File: config.mk
export PLATFORM = sky130hd
export DESIGN_NAME = bloco_operativo
export DESIGN_NICKNAME = d
export VERILOG_FILES = /design/src/rtl/bloco_operativo.sv
export SDC_FILE = /design/constraint.sdc
export NUM_CORES = 1
export LEC_CHECK = 0
export ABC_CLOCK_PERIOD_IN_PS = 23500
export BUFFER_PORTS_ARGS = -buffer_cell sky130_fd_sc_hd__buf_4
export CAP_MARGIN = 25
export CORE_UTILIZATION = 50
export DETAILED_ROUTE_END_ITERATION = 6
export PLACE_DENSITY = 0.74
export SYNTH_ARGS = -nofsm -noshare
export SYNTH_HDL_FRONTEND = slang
export SYNTH_SLANG_ARGS = --single-unit
File: constraint.sdc
create_clock -name clk -period 23.5 [get_ports clk]
set_clock_uncertainty 0.05 [all_clocks]
set_input_delay 7.05 -clock clk [delete_from_list [all_inputs] [get_ports clk]]
set_output_delay 7.05 -clock clk [all_outputs]
set_load 0.02 [all_outputs]
File: src/rtl/bloco_operativo.sv
// bloco_operativo: RX/RS/RH datapath with an add/multiply ALU, registered zero flag and sticky overflow.
// Optional feature: define BLOCO_OPERATIVO_SAT_EN to saturate overflowing ALU results to 16'hFFFF.
module bloco_operativo (
    input  logic        clk,
    input  logic        reset,
    input  logic [7:0]  X_in,
    input  logic        LX,
    input  logic        LS,
    input  logic        LH,
    input  logic        H,
    input  logic [1:0]  M0,
    input  logic [1:0]  M1,
    input  logic [1:0]  M2,
    output logic [15:0] S,
    output logic [15:0] T,
    output logic        Z,
    output logic        OVF
);

    logic [15:0] rx, rs, rh;
    logic [15:0] op_a, op_b;
    logic [16:0] sum;
    logic [31:0] prod;
    logic        alu_ovf;
    logic [15:0] alu_raw, alu_res, wdata;
    logic        ovf_set;

    assign S = rs;
    assign T = rh;

    always_comb begin
        op_a = 16'h0000;
        case (M0)
            2'd0:    op_a = rx;
            2'd1:    op_a = rs;
            2'd2:    op_a = rh;
            default: op_a = 16'h0001;
        endcase
    end

    always_comb begin
        op_b = 16'h0000;
        case (M1)
            2'd0:    op_b = rs;
            2'd1:    op_b = rh;
            2'd2:    op_b = rx;
            default: op_b = 16'h0000;
        endcase
    end

    assign sum     = {1'b0, op_a} + {1'b0, op_b};
    assign prod    = {16'h0000, op_a} * {16'h0000, op_b};
    assign alu_ovf = H ? sum[16] : (prod[31:16] != 16'h0000);
    assign alu_raw = H ? sum[15:0] : prod[15:0];

`ifdef BLOCO_OPERATIVO_SAT_EN
    assign alu_res = alu_ovf ? 16'hFFFF : alu_raw;
`else
    assign alu_res = alu_raw;
`endif

    always_comb begin
        wdata = 16'h0000;
        case (M2)
            2'd0:    wdata = alu_res;
            2'd1:    wdata = {8'h00, X_in};
            2'd2:    wdata = {1'b0, alu_res[15:1]};
            default: wdata = 16'h0000;
        endcase
    end

    // Overflow only counts when an ALU-derived value is actually written somewhere.
    assign ovf_set = (LS | LH) && ((M2 == 2'd0) || (M2 == 2'd2)) && alu_ovf;

    always_ff @(posedge clk) begin
        if (reset) begin
            rx  <= 16'h0000;
            rs  <= 16'h0000;
            rh  <= 16'h0000;
            Z   <= 1'b1;
            OVF <= 1'b0;
        end else begin
            if (LX) rx <= {8'h00, X_in};
            if (LS) begin
                rs <= wdata;
                Z  <= (wdata == 16'h0000);
            end
            if (LH) rh <= wdata;
            // A new overflow wins over the LX-driven clear.
            if (ovf_set)  OVF <= 1'b1;
            else if (LX)  OVF <= 1'b0;
        end
    end

endmodule
==> results of run 1 <==
-- routing by layer --
| metal | share of wire | wire length [um] | vias to the layer above |
|---|---|---|---|
| li1 | - | - | 4599 |
| met1 | 0.41 | 14100 | 4965 |
| met2 | 0.45 | 15400 | 446 |
| met3 | 0.088 | 3000 | 88 |
| met4 | 0.049 | 1660 | 0 |
| met5 | 0 | 0 | - |
-- stage by stage --
stage	instances	hold WS, ns	utilization	setup slack [ns]
CTS	1748	0.486	0.549	8.70
global placement	1740	0.454	0.542	8.47
floorplan	1423	0.429	-	9.39
finish	1748	0.481	0.549	8.53
global route	1748	0.520	0.549	8.12
detailed placement	1740	0.472	0.542	8.42
-- cell families after synthesis --
kind of cell    Yosys count
compound gates          216
xor+xnor                 29
fa+ha+maj               315
buf+inv                 323
flops                    42
mux                      57
simple gates            441
-- cell usage in the layout, fill, tap and decap left out, drive strengths merged, types with 4 or more instances in the layout --
| master | n |
|---|---|
| and3 | 4 |
| a211oi | 26 |
| inv | 248 |
| buf | 60 |
| clkinv | 21 |
| clkbuf | 5 |
| nand2 | 164 |
| xnor2 | 17 |
| a22oi | 11 |
| nand2b | 6 |
| o211ai | 5 |
| o21ai | 21 |
| xor2 | 12 |
| mux2i | 54 |
| o22ai | 8 |
| a2111oi | 5 |
| a21oi | 52 |
| nor2b | 11 |
| nor4 | 6 |
| nand4 | 6 |
| nor3 | 13 |
| or2 | 9 |
| a31oi | 7 |
| fa | 195 |
| nand3 | 14 |
| nor2 | 187 |
| dfxtp | 42 |
| ha | 120 |
| o31ai | 8 |
| a21o | 18 |
| nor3b | 6 |
| o21a | 21 |
-- state kept, by name, summed over array words and instances, names as in the netlist --
| signal | flops |
|---|---|
| Z | 1 |
| T | 16 |
| S | 16 |
| OVF | 1 |
| rx | 8 |
-- worst max-delay path, stage by stage --
cell	delay, ns
buf_4	0.15
nor2b_1	0.29
a22oi_1	0.86
clkinv_1	0.60
ha_1	0.46
inv_1	0.10
fa_1	0.44
fa_1	0.52
fa_1	0.59
fa_1	0.43
fa_1	0.46
fa_1	0.50
inv_1	0.04
ha_1	0.37
nand2_1	0.19
a2111oi_2	0.43
o311ai_1	0.22
a211oi_1	0.56
a21boi_0	0.22
xor2_1	0.18
a31o_2	0.26
a41oi_1	0.20
-- synthesized netlist by cell type, types with 8 or more instances --
cell type / count / share of area
a22oi_1: 11 / 0.0070
nand2_1: 164 / 0.053
dfxtp_1: 42 / 0.072
o21a_1: 21 / 0.013
a21oi_1: 51 / 0.022
ha_1: 120 / 0.13
inv_1: 247 / 0.079
nand3_1: 14 / 0.0060
a211oi_1: 25 / 0.016
nor3_1: 13 / 0.0056
clkbuf_1: 51 / 0.016
o21ai_0: 20 / 0.0085
xnor2_1: 17 / 0.013
or2_2: 9 / 0.0048
o22ai_1: 8 / 0.0043
xor2_1: 12 / 0.0090
mux2i_1: 54 / 0.046
fa_1: 195 / 0.33
a21o_1: 18 / 0.012
nor2b_1: 11 / 0.0059
nor2_1: 187 / 0.060
clkinv_1: 20 / 0.0064
-- power groups by stage --
stage | Combinational [uW] | Sequential [uW] | Clock [uW]
5_1_grt | 102 | 79.5 | 75.1
3_5_place_dp | 91.5 | 80.5 | 0
6_report | 93.9 | 79.1 | 71.5
3_3_place_gp | 90.0 | 80.5 | 0
4_1_cts | 92.2 | 78.9 | 72.8
2_1_floorplan | 58.0 | 82.3 | 0
-- layout make-up --
type | count | area share
flip-flops and latches | 42 | 0.0673
clock inverters | 3 | 0.00200
repair buffers | 60 | 0.0360
well taps | 313 | 0.0313
clock buffers | 5 | 0.0100
inverters | 267 | 0.0802
multi-input cells | 1058 | 0.773
-- how the worst min path moves through the flow --
stage,end,slack (ns),depth (start not counted)
5_1_grt,rx[5]$_SDFFE_PP0P_,0.52,2
3_3_place_gp,rx[3]$_SDFFE_PP0P_,0.45,2
3_5_place_dp,rx[5]$_SDFFE_PP0P_,0.47,2
2_1_floorplan,rx[0]$_SDFFE_PP0P_,0.43,2
4_1_cts,S[0]$_SDFFE_PP0P_,0.49,2
6_report,S[3]$_SDFFE_PP0P_,0.48,2
==> impl_results.md, run 1 <==
- Final period utilization: 0.637
- Largest net degree at the start of global routing: 43
- FF+latch area: 841 um2
- Compound-gate portion of the synthesized area: 0.130
- Vias in the first global route: 10500
- Crit-path max FO: 15
- Synth Area per Inst: 8.23 um2
- Layout cells sized above 1: 0.0641
- Post-synth EDFFs: 0
- CTS clk-pin slew, worst paths: 0.08 ns
- Wire per inst: 19.5 um
- # diodes: 0
- Total GRT Usage: 0.302
- Initial core utilization: 0.514
- Fmax: 66.8 MHz
- Leakage: 0.00570 uW
- # nets final: 1769
- Area of the core: 22800 um2
- CP Class: input port to flop
- I/O Pins: 54
- Pre-antenna DRT Iters: 6
- Register area share after synthesis: 0.0718
- Met3 usage: 0.0630
- TritonCTS clock tree: done
- Clock sink count: 42
- Sw Pwr: 98.6 uW
- Initial antenna violation count: 0
- Critical Path End Type: flop
- Critical Path Sink: OVF$_SDFFE_PP0P_
- Worst endpoint required time: 23.66 ns
- Clock buffer depth: 2
- Status: finished, final reports clean
- Met2 Use GR: 0.487
- Critical Path Source Type: input port
- Gate power share: 0.384
- Layout area overhead: 6.65%
- RSZ-0062 raised after global routing: no
- Grt met1 use: 0.396
- Multi-input logic area: 9660 um2
- Fill cell count: 2118
- Ys async rst share: 0
- Row count: 55
- PD cells: 19.6 nW/um2
- GR peak layer: met2
- Die area: 24100 um2
- Reg power frac: 0.324
- Cell area after synthesis: 11700 um2
- Synth Area in Simple Gates: 0.161
- Worst Tran Pin Value: 1.01 ns
- Clock power frac: 0.293
- Flip-flop and latch count after synthesis: 42
- 1st-iter DRT viols: 791
- Chip Width: 155 um
- # Post-CTS Setup Buffers: 0
- Post-route ant nets: 0
- Max Slew Vio Count: 0
- Final setup violation count: 0
- P_int: 146 uW
- Wirelength, routed: 34100 um
- Warnings, synthesis: 0
- Slew margin rel.: 0.329
- Switching Fraction: 0.403
- IR drop worst, VDD: 49.9 uV
- Mapped Nets: 1758
- Placed Area: 12300 um2
- Post-Synth XOR/XNOR Area: 0.0217
- Mapped Cells: 1423
- Root cell of the clock tree: clkbuf_16
- Dpl hpwl: 28300 um
- Synth Area in Adders: 0.461
- R2r worst-path depth: 20
- Die Ht: 155 um
- Hold buffer count at CTS: 0
- Setup TNS: 0 ns
- Hold Crit Class: flop to flop
- GP Congestion: 1.01
- PortBufs: 53
- Proportion of synthesized area in mux cells: 0.0500
- Routed vias: 10100
- Vias per cell: 5.78
- Worst r2r dst: OVF$_SDFFE_PP0P_
- Finished Cell Area: 12500 um2
- First-pass GRT wire length: 56600 um
- Drt drc: 0
- Hold path start: S[3]$_SDFFE_PP0P_
- Largest family of logic cells by synthesized area: adder cells
- Ys flop type: dfxtp_1
- CP Data Arrival Time: 15.14 ns
- H-tree lvl count: 2
- Num CTS Buffers: 5
- R2r setup slk: 15.42 ns
- GR Overflow Total: 0
- CTS resizes: 0
- Worst Setup SP: M0[1]
- Final Hold Vio Count: 0
- Worst R2R Start: T[8]$_SDFFE_PP0P_
- Fin crit period: 14.97 ns
- Yosys cell types: 72
- Pwr Total: 245 uW
- Max_cap viols: 0
- Clock Latency Late Sink: 0.29 ns
Note: power is estimated with default switching activity, not from simulation.
==> inputs of run 2 (changes only) <==
--- a/config.mk
+++ b/config.mk
@@ -5,7 +5,8 @@
 export SDC_FILE = /design/constraint.sdc
 export NUM_CORES = 1
 export LEC_CHECK = 0
-export ABC_CLOCK_PERIOD_IN_PS = 23500
+export ABC_AREA = 1
+export ABC_CLOCK_PERIOD_IN_PS = 14900
 export BUFFER_PORTS_ARGS = -buffer_cell sky130_fd_sc_hd__buf_4
 export CAP_MARGIN = 25
 export CORE_UTILIZATION = 50
==> constraint.sdc (replaced) <==
create_clock -name clk -period 14.9 [get_ports clk]
set_clock_uncertainty 0.05 [all_clocks]
set_input_delay 4.47 -clock clk [delete_from_list [all_inputs] [get_ports clk]]
set_output_delay 4.47 -clock clk [all_outputs]
set_load 0.02 [all_outputs]
==> run 2 against run 1 <==
The flow now finishes with violations (design-rule violations). Via count increased by 18%. Critical path depth increased by 5. Global-route usage increased by 1.1 points. Sequential power rose by 63%. Register-to-register slack got worse by 7.2 ns. Largest cell class unchanged.
==> impl_results.md, run 2 <==
- Fill cell count: 2433 (+15%)
- Slew margin rel.: 0.327 (-0.00183)
- Initial antenna violation count: 0 (unchanged)
- # Post-CTS Setup Buffers: 0 (unchanged)
- Top cell type's share of synthesized area: 0.308 (-0.0256)
- Post-synth EDFFs: 0 (unchanged)
- Die area: 26000 um2 (+8.2%)
- Met1 WL: 16300 um (+16%)
- Mapped Nets: 2231 (+27%)
- Ys async rst share: 0 (unchanged)
- CP Data Arrival Time: 11.19 ns (-3.95 ns)
- Commonest non-fill, non-tap cell in the layout: nand2_1
- Commonest cells in the netlist: nand2_1, inv_1, fa_1
- IR drop worst, VDD: 49.1 uV (-1.8%)
- Max Slew Vio Count: 0 (unchanged)
- CP max stage delay: 0.94 ns (+0.08 ns)
- I/O Pins: 54 (unchanged)
- Post-route ant nets: 0 (unchanged)
- Vias in the first global route: 12200 (+16%)
- Clock power frac: 0.242 (-0.051)
- Flip-flop and latch count after synthesis: 42 (unchanged)
- PD cells: 39.7 nW/um2 (+100%)
- Commonest cells after routing, fill and taps aside: nand2_1, inv_1, fa_1
- Met3 wire len: 3940 um (+32%)
- Buffer and inverter count on the worst path: 6 (+2)
- Pwr Total: 543 uW (+120%)
- Wirelength, routed: 38500 um (+13%)
- Yosys cell types: 40 (-44%)
- Top-count cell post-synth: nand2_1
- Register area share after synthesis: 0.0662 (-0.00551)
- CTS clk-pin slew, worst paths: 0.07 ns (about the same)
- Chip Width: 161 um (+4.0%)
- RSZ-0062 raised after global routing: no
- P_int: 292 uW (+100%)
- Top layer in use: met4
- Final Hold Vio Count: 0 (unchanged)
- Wire length on met2: 17300 um (+12%)
- Drt drc: 1 (+1)
- Fin crit period: 11.01 ns
- Setup TNS: 0 ns (unchanged)
- CTS resizes: 0 (unchanged)
- Delay-heaviest family, CP: adder cells
- Critical Path Source Type: input port
- Reg power frac: 0.237 (-0.087)
- Clock sink count: 42 (unchanged)
- Compound-gate portion of the synthesized area: 0.0778 (-0.0526)
- Row count: 57 (+3.6%)
- Vias per cell: 5.28 (-8.5%)
- Layout area overhead: 7.73%
- Sw Pwr: 251 uW (+150%)
- Total GRT Usage: 0.314 (+0.0111)
- Warnings, synthesis: 0 (unchanged)
- Proportion of synthesized area in mux cells: 0 (-0.0500)
- Synth top area cells: fa_1, nand2_1, inv_1
- Synth Area in Simple Gates: 0.249 (+0.0878)
- Worst Tran Pin Value: 1.01 ns (+0.00275 ns)
- Clock buffer depth: 2 (unchanged)
- GP Congestion: 0.977 (-3.4%)
- Post-Synth XOR/XNOR Area: 0.00345 (-0.0182)
- PortBufs: 53 (unchanged)
- Switching Fraction: 0.462 (+0.0590)
- Mapped Cells: 1896 (+33%)
- Failing checks: design-rule violations
- Final setup violation count: 0 (unchanged)
- CP Class: input port to flop
- Max_cap viols: 0 (unchanged)
- Ys flop type: dfxtp_1
- First-pass GRT wire length: 63500 um (+12%)
- Final period utilization: 0.739
- Synth Area per Inst: 6.69 um2 (-19%)
- Final core occ: 0.556 (+0.00707)
- Layout cells sized above 1: 0.0630 (-0.00113)
- Worst slack at placement: 3.67 ns (-4.75 ns)
- # diodes: 0 (unchanged)
- Gate power share: 0.521 (+0.137)
- Hold Crit Class: flop to flop
- Crit-path max FO: 16 (+1)
- Clock Latency Late Sink: 0.29 ns (about the same)
- Initial core utilization: 0.516 (+0.00142)
- Final setup margin: 3.89 ns (-4.64 ns)
- Dpl hpwl: 30900 um (+9.1%)
- Cell area after synthesis: 12700 um2 (+8.3%)
- Wire per inst: 17.0 um (-13%)
- Critical Path End Type: flop
- Synth Area in Adders: 0.426 (-0.0354)
- Fmax: 90.8 MHz
- # nets final: 2271 (+28%)
- Routed vias: 11900 (+18%)
- Worst path slowest cell: o22ai_2
- Root cell of the clock tree: clkbuf_16
- Die Ht: 161 um (+4.0%)
- 1st-iter DRT viols: 1206 (+52%)
- Leakage: 0.00790 uW (+39%)
- Worst endpoint required time: 15.07 ns (-8.59 ns)
- TritonCTS clock tree: done
- Num CTS Buffers: 5 (unchanged)
- Area of the core: 24600 um2 (+8.0%)
- Largest family of logic cells by synthesized area: adder cells
- GR Overflow Total: 0 (unchanged)
- Post-synthesis cell type with the largest combined area: fa_1
- Hold buffer count at CTS: 0 (unchanged)
- Pre-antenna DRT Iters: 7 (+1)
- Largest net degree at the start of global routing: 30 (-30%)
- H-tree lvl count: 2 (unchanged)
- Status: finished, violations left
run 2: power by group through the flow:
stage	registers (uW)	logic, uW	clock network [uW]
floorplan	135	169	0
global placement	130	269	0
detailed placement	130	273	0
CTS	128	277	131
global route	129	311	137
finish	129	283	131
run 2: logic make-up after synthesis:
| family | after synthesis |
|---|---|
| xor+xnor | 5 |
| compound gates | 173 |
| simple gates | 772 |
| fa+ha+maj | 315 |
| buf+inv | 589 |
| flops | 42 |
run 2: tightest hold or removal path, delay by kind of cell, from the launching register on:
kind	cells	cell delay [ns]
DFF	1	0.32
buffers and inverters	1	0.09
AOI/OAI and AO/OA	1	0.08
run 2: path summary, 6_finish.rpt:
| path | depth (start not counted) | slack [ns] | from | to |
|---|---|---|---|---|
| setup / recovery | 27 | 3.89 | M0[0] | Z$_SDFFE_PP1P_ |
| hold / removal | 2 | 0.48 | T[3]$_SDFFE_PP0P_ | T[3]$_SDFFE_PP0P_ |
| hold reg to reg | 2 | 0.48 | T[3]$_SDFFE_PP0P_ | T[3]$_SDFFE_PP0P_ |
| setup reg to reg | 25 | 8.26 | T[9]$_SDFFE_PP0P_ | Z$_SDFFE_PP1P_ |
run 2: metal layers:
layer | global-route usage | up-vias
li1 | - | 5682
met1 | 0.433 | 5659
met2 | 0.495 | 519
met3 | 0.0763 | 86
met4 | 0.0738 | 0
met5 | 0 | -
run 2: area by class of cell:
type / instances / area [um2] / share of cell area
Inverter: 538 / 2020 / 0.148
Clock buffer: 5 / 125 / 0.00915
Sequential cell: 42 / 841 / 0.0615
Tap cell: 324 / 405 / 0.0296
Multi-Input combinational cell: 1265 / 9600 / 0.702
Timing Repair Buffer: 84 / 631 / 0.0461
Clock inverter: 3 / 48.8 / 0.00357
run 2: stage by stage:
| step | std cells | hold slack (ns) | cell area [um2] |
|---|---|---|---|
| after floorplan | 1896 | 0.436 | 12700 |
| after global placement | 2253 | 0.451 | 13500 |
| after detailed placement | 2253 | 0.463 | 13500 |
| after CTS | 2261 | 0.476 | 13700 |
| after global routing | 2261 | 0.499 | 13700 |
| final | 2261 | 0.481 | 13700 |
==> inputs of run 3 (changes only) <==
--- a/config.mk
+++ b/config.mk
@@ -6,7 +6,7 @@
 export NUM_CORES = 1
 export LEC_CHECK = 0
 export ABC_AREA = 1
-export ABC_CLOCK_PERIOD_IN_PS = 14900
+export ABC_CLOCK_PERIOD_IN_PS = 10700
 export BUFFER_PORTS_ARGS = -buffer_cell sky130_fd_sc_hd__buf_4
 export CAP_MARGIN = 25
 export CORE_UTILIZATION = 50
==> constraint.sdc (replaced) <==
create_clock -name clk -period 10.7 [get_ports clk]
set_clock_uncertainty 0.05 [all_clocks]
set_input_delay 3.21 -clock clk [delete_from_list [all_inputs] [get_ports clk]]
set_output_delay 3.21 -clock clk [all_outputs]
set_load 0.02 [all_outputs]
==> run 3 against run 2 <==
Sequential power is 38% higher. The flow now finishes without violations. Global-route usage is 0.92 points lower. Utilization is 0.18 points higher. Setup slack worse by 3.0 ns. Power is 42% higher.
==> impl_results.md, run 3 (same netlist as run 2, synthesis figures left out) <==
- Status: finished, final reports clean
- Fin crit period: 9.77 ns
- Commonest cells after routing, fill and taps aside: nand2_1, inv_1, fa_1
- Met1 WL: 16600 um (+1.5%)
- Dpl hpwl: 31300 um (+1.4%)
- Max Slew Vio Count: 0 (unchanged)
- # diodes: 0 (unchanged)
- Worst R2R Start: rx[6]$_SDFFE_PP0P_
- Wire length on met2: 17000 um (-1.5%)
- Routed vias: 12000 (+0.18%)
- FF+latch area: 841 um2 (unchanged)
- TritonCTS clock tree: done
- CP Class: input port to flop
- Vias in the first global route: 11800 (-3.3%)
- H-tree lvl count: 2 (unchanged)
- R2r worst-path depth: 28 (+12%)
- Final Hold Vio Count: 0 (unchanged)
- Commonest non-fill, non-tap cell in the layout: nand2_1
- Max_cap viols: 0 (unchanged)
- Vias per cell: 5.28 (about the same)
- Clock Latency Late Sink: 0.29 ns (about the same)
- Final setup violation count: 0 (unchanged)
- Total GRT Usage: 0.304 (-0.00919)
- GP Congestion: 0.995 (+1.8%)
- CTS clk-pin slew, worst paths: 0.07 ns (about the same)
- Leakage: 0.00793 uW (+0.40%)
- CP max stage delay: 0.54 ns (-0.40 ns)
- Largest net degree at the start of global routing: 30 (unchanged)
- Drt drc: 0 (-1)
- Hold Crit Class: flop to flop
- Setup TNS: 0 ns (unchanged)
- Root cell of the clock tree: clkbuf_16
- Initial core utilization: 0.516 (unchanged)
- Slew margin rel.: 0.328 (+0.00132)
- Worst endpoint required time: 10.82 ns (-4.25 ns)
- Hold buffer count at CTS: 0 (unchanged)
- Layout area overhead: 8.07%
- Initial antenna violation count: 1 (+1)
- Worst r2r dst: OVF$_SDFFE_PP0P_
- Hold EP: OVF$_SDFFE_PP0P_
- Min Hold Slack: 0.470 ns (-0.0113 ns)
- Clock buffer depth: 2 (unchanged)
- First-pass GRT wire length: 61400 um (-3.3%)
- CP dominant cell by count: inv_1
- I/O Pins: 54 (unchanged)
- # nets final: 2275 (+0.18%)
- Final period utilization: 0.913
- Wire per inst: 16.8 um (-1.4%)
- Clock sink count: 42 (unchanged)
- Wirelength, routed: 38000 um (-1.2%)
- IR drop worst, VDD: 60.0 uV (+22%)
- # Post-CTS Setup Buffers: 0 (unchanged)
- Num CTS Buffers: 5 (unchanged)
- Hold Path Stages: 2 (unchanged)
- Placed instance count: 2257 (+0.18%)
- Fmax: 102 MHz
- RSZ-0062 raised after global routing: no
- Row count: 57 (unchanged)
- Multi-input logic area: 9600 um2 (about the same)
- CP Data Arrival Time: 9.89 ns (-1.30 ns)
- Critical Path End Type: flop
- Worst Tran Pin Value: 1.00 ns (-0.00569 ns)
- Die area: 26000 um2 (unchanged)
- PortBufs: 53 (unchanged)
- Fill cell count: 2427 (-0.25%)
- R2r setup slk: 4.07 ns (-4.19 ns)
- Met3 wire len: 3710 um (-5.9%)
- Layout cells sized above 1: 0.0644 (+0.00142)
- Post-route ant nets: 0 (unchanged)
- Hold path start: OVF$_SDFFE_PP0P_
- Die Ht: 161 um (unchanged)
- Critical Path Source Type: input port
- Pre-antenna DRT Iters: 6 (-1)
- GR Overflow Total: 0 (unchanged)
- 1st-iter DRT viols: 1131 (-6.2%)
- Finished Layout Cells: 2265 (+0.18%)
- Crit-path max FO: 16 (unchanged)
- Top layer in use: met5
- PD cells: 56.2 nW/um2 (+42%)
- Chip Width: 161 um (unchanged)
- CTS resizes: 0 (unchanged)
- Worst path slowest cell: o221ai_1
- Area of the core: 24600 um2 (unchanged)
- Final core occ: 0.557 (+0.00178)
run 3: final cells by class:
type,count,share of cell area
multi-input cells,1265,0.700
inverters,538,0.147
flip-flops and latches,42,0.0613
repair buffers,88,0.0482
well taps,324,0.0296
clock buffers,5,0.00912
clock inverters,3,0.00502
run 3: per-stage QoR:
| step | setup slack, ns | total power, uW | cell area [um2] |
|---|---|---|---|
| finish | 0.933 | 771 | 13700 |
| global route | 0.624 | 817 | 13700 |
| CTS | 0.994 | 762 | 13700 |
| detailed placement | 0.720 | 561 | 13500 |
| global placement | 0.759 | 556 | 13500 |
| floorplan | 1.69 | 425 | 12700 |
run 3: worst max-delay path by stage:
stage	to	startpoint	slack, ns
floorplan	OVF$_SDFFE_PP0P_	M1[1]	1.69
global placement	OVF$_SDFFE_PP0P_	M0[0]	0.76
detailed placement	OVF$_SDFFE_PP0P_	M0[0]	0.72
CTS	OVF$_SDFFE_PP0P_	M0[0]	0.99
global route	OVF$_SDFFE_PP0P_	M0[0]	0.62
finish	OVF$_SDFFE_PP0P_	M0[0]	0.93
run 3: power breakdown:
group          switching (uW)  internal (uW)
clock network            67.4            134
logic                     263            129
registers                10.4            168
run 3: critical path, delay by kind of cell:
family / cells / cell delay [ns]
compound gates: 3 / 0.76
simple gates: 11 / 1.32
buf+inv: 10 / 1.28
fa+ha+maj: 7 / 3.28
run 3: layer usage:
layer / up-vias / track usage
li1: 5696 / -
met2: 500 / 0.483
met5: - / 0
met1: 5696 / 0.433
met3: 73 / 0.0588
met4: 2 / 0.0579
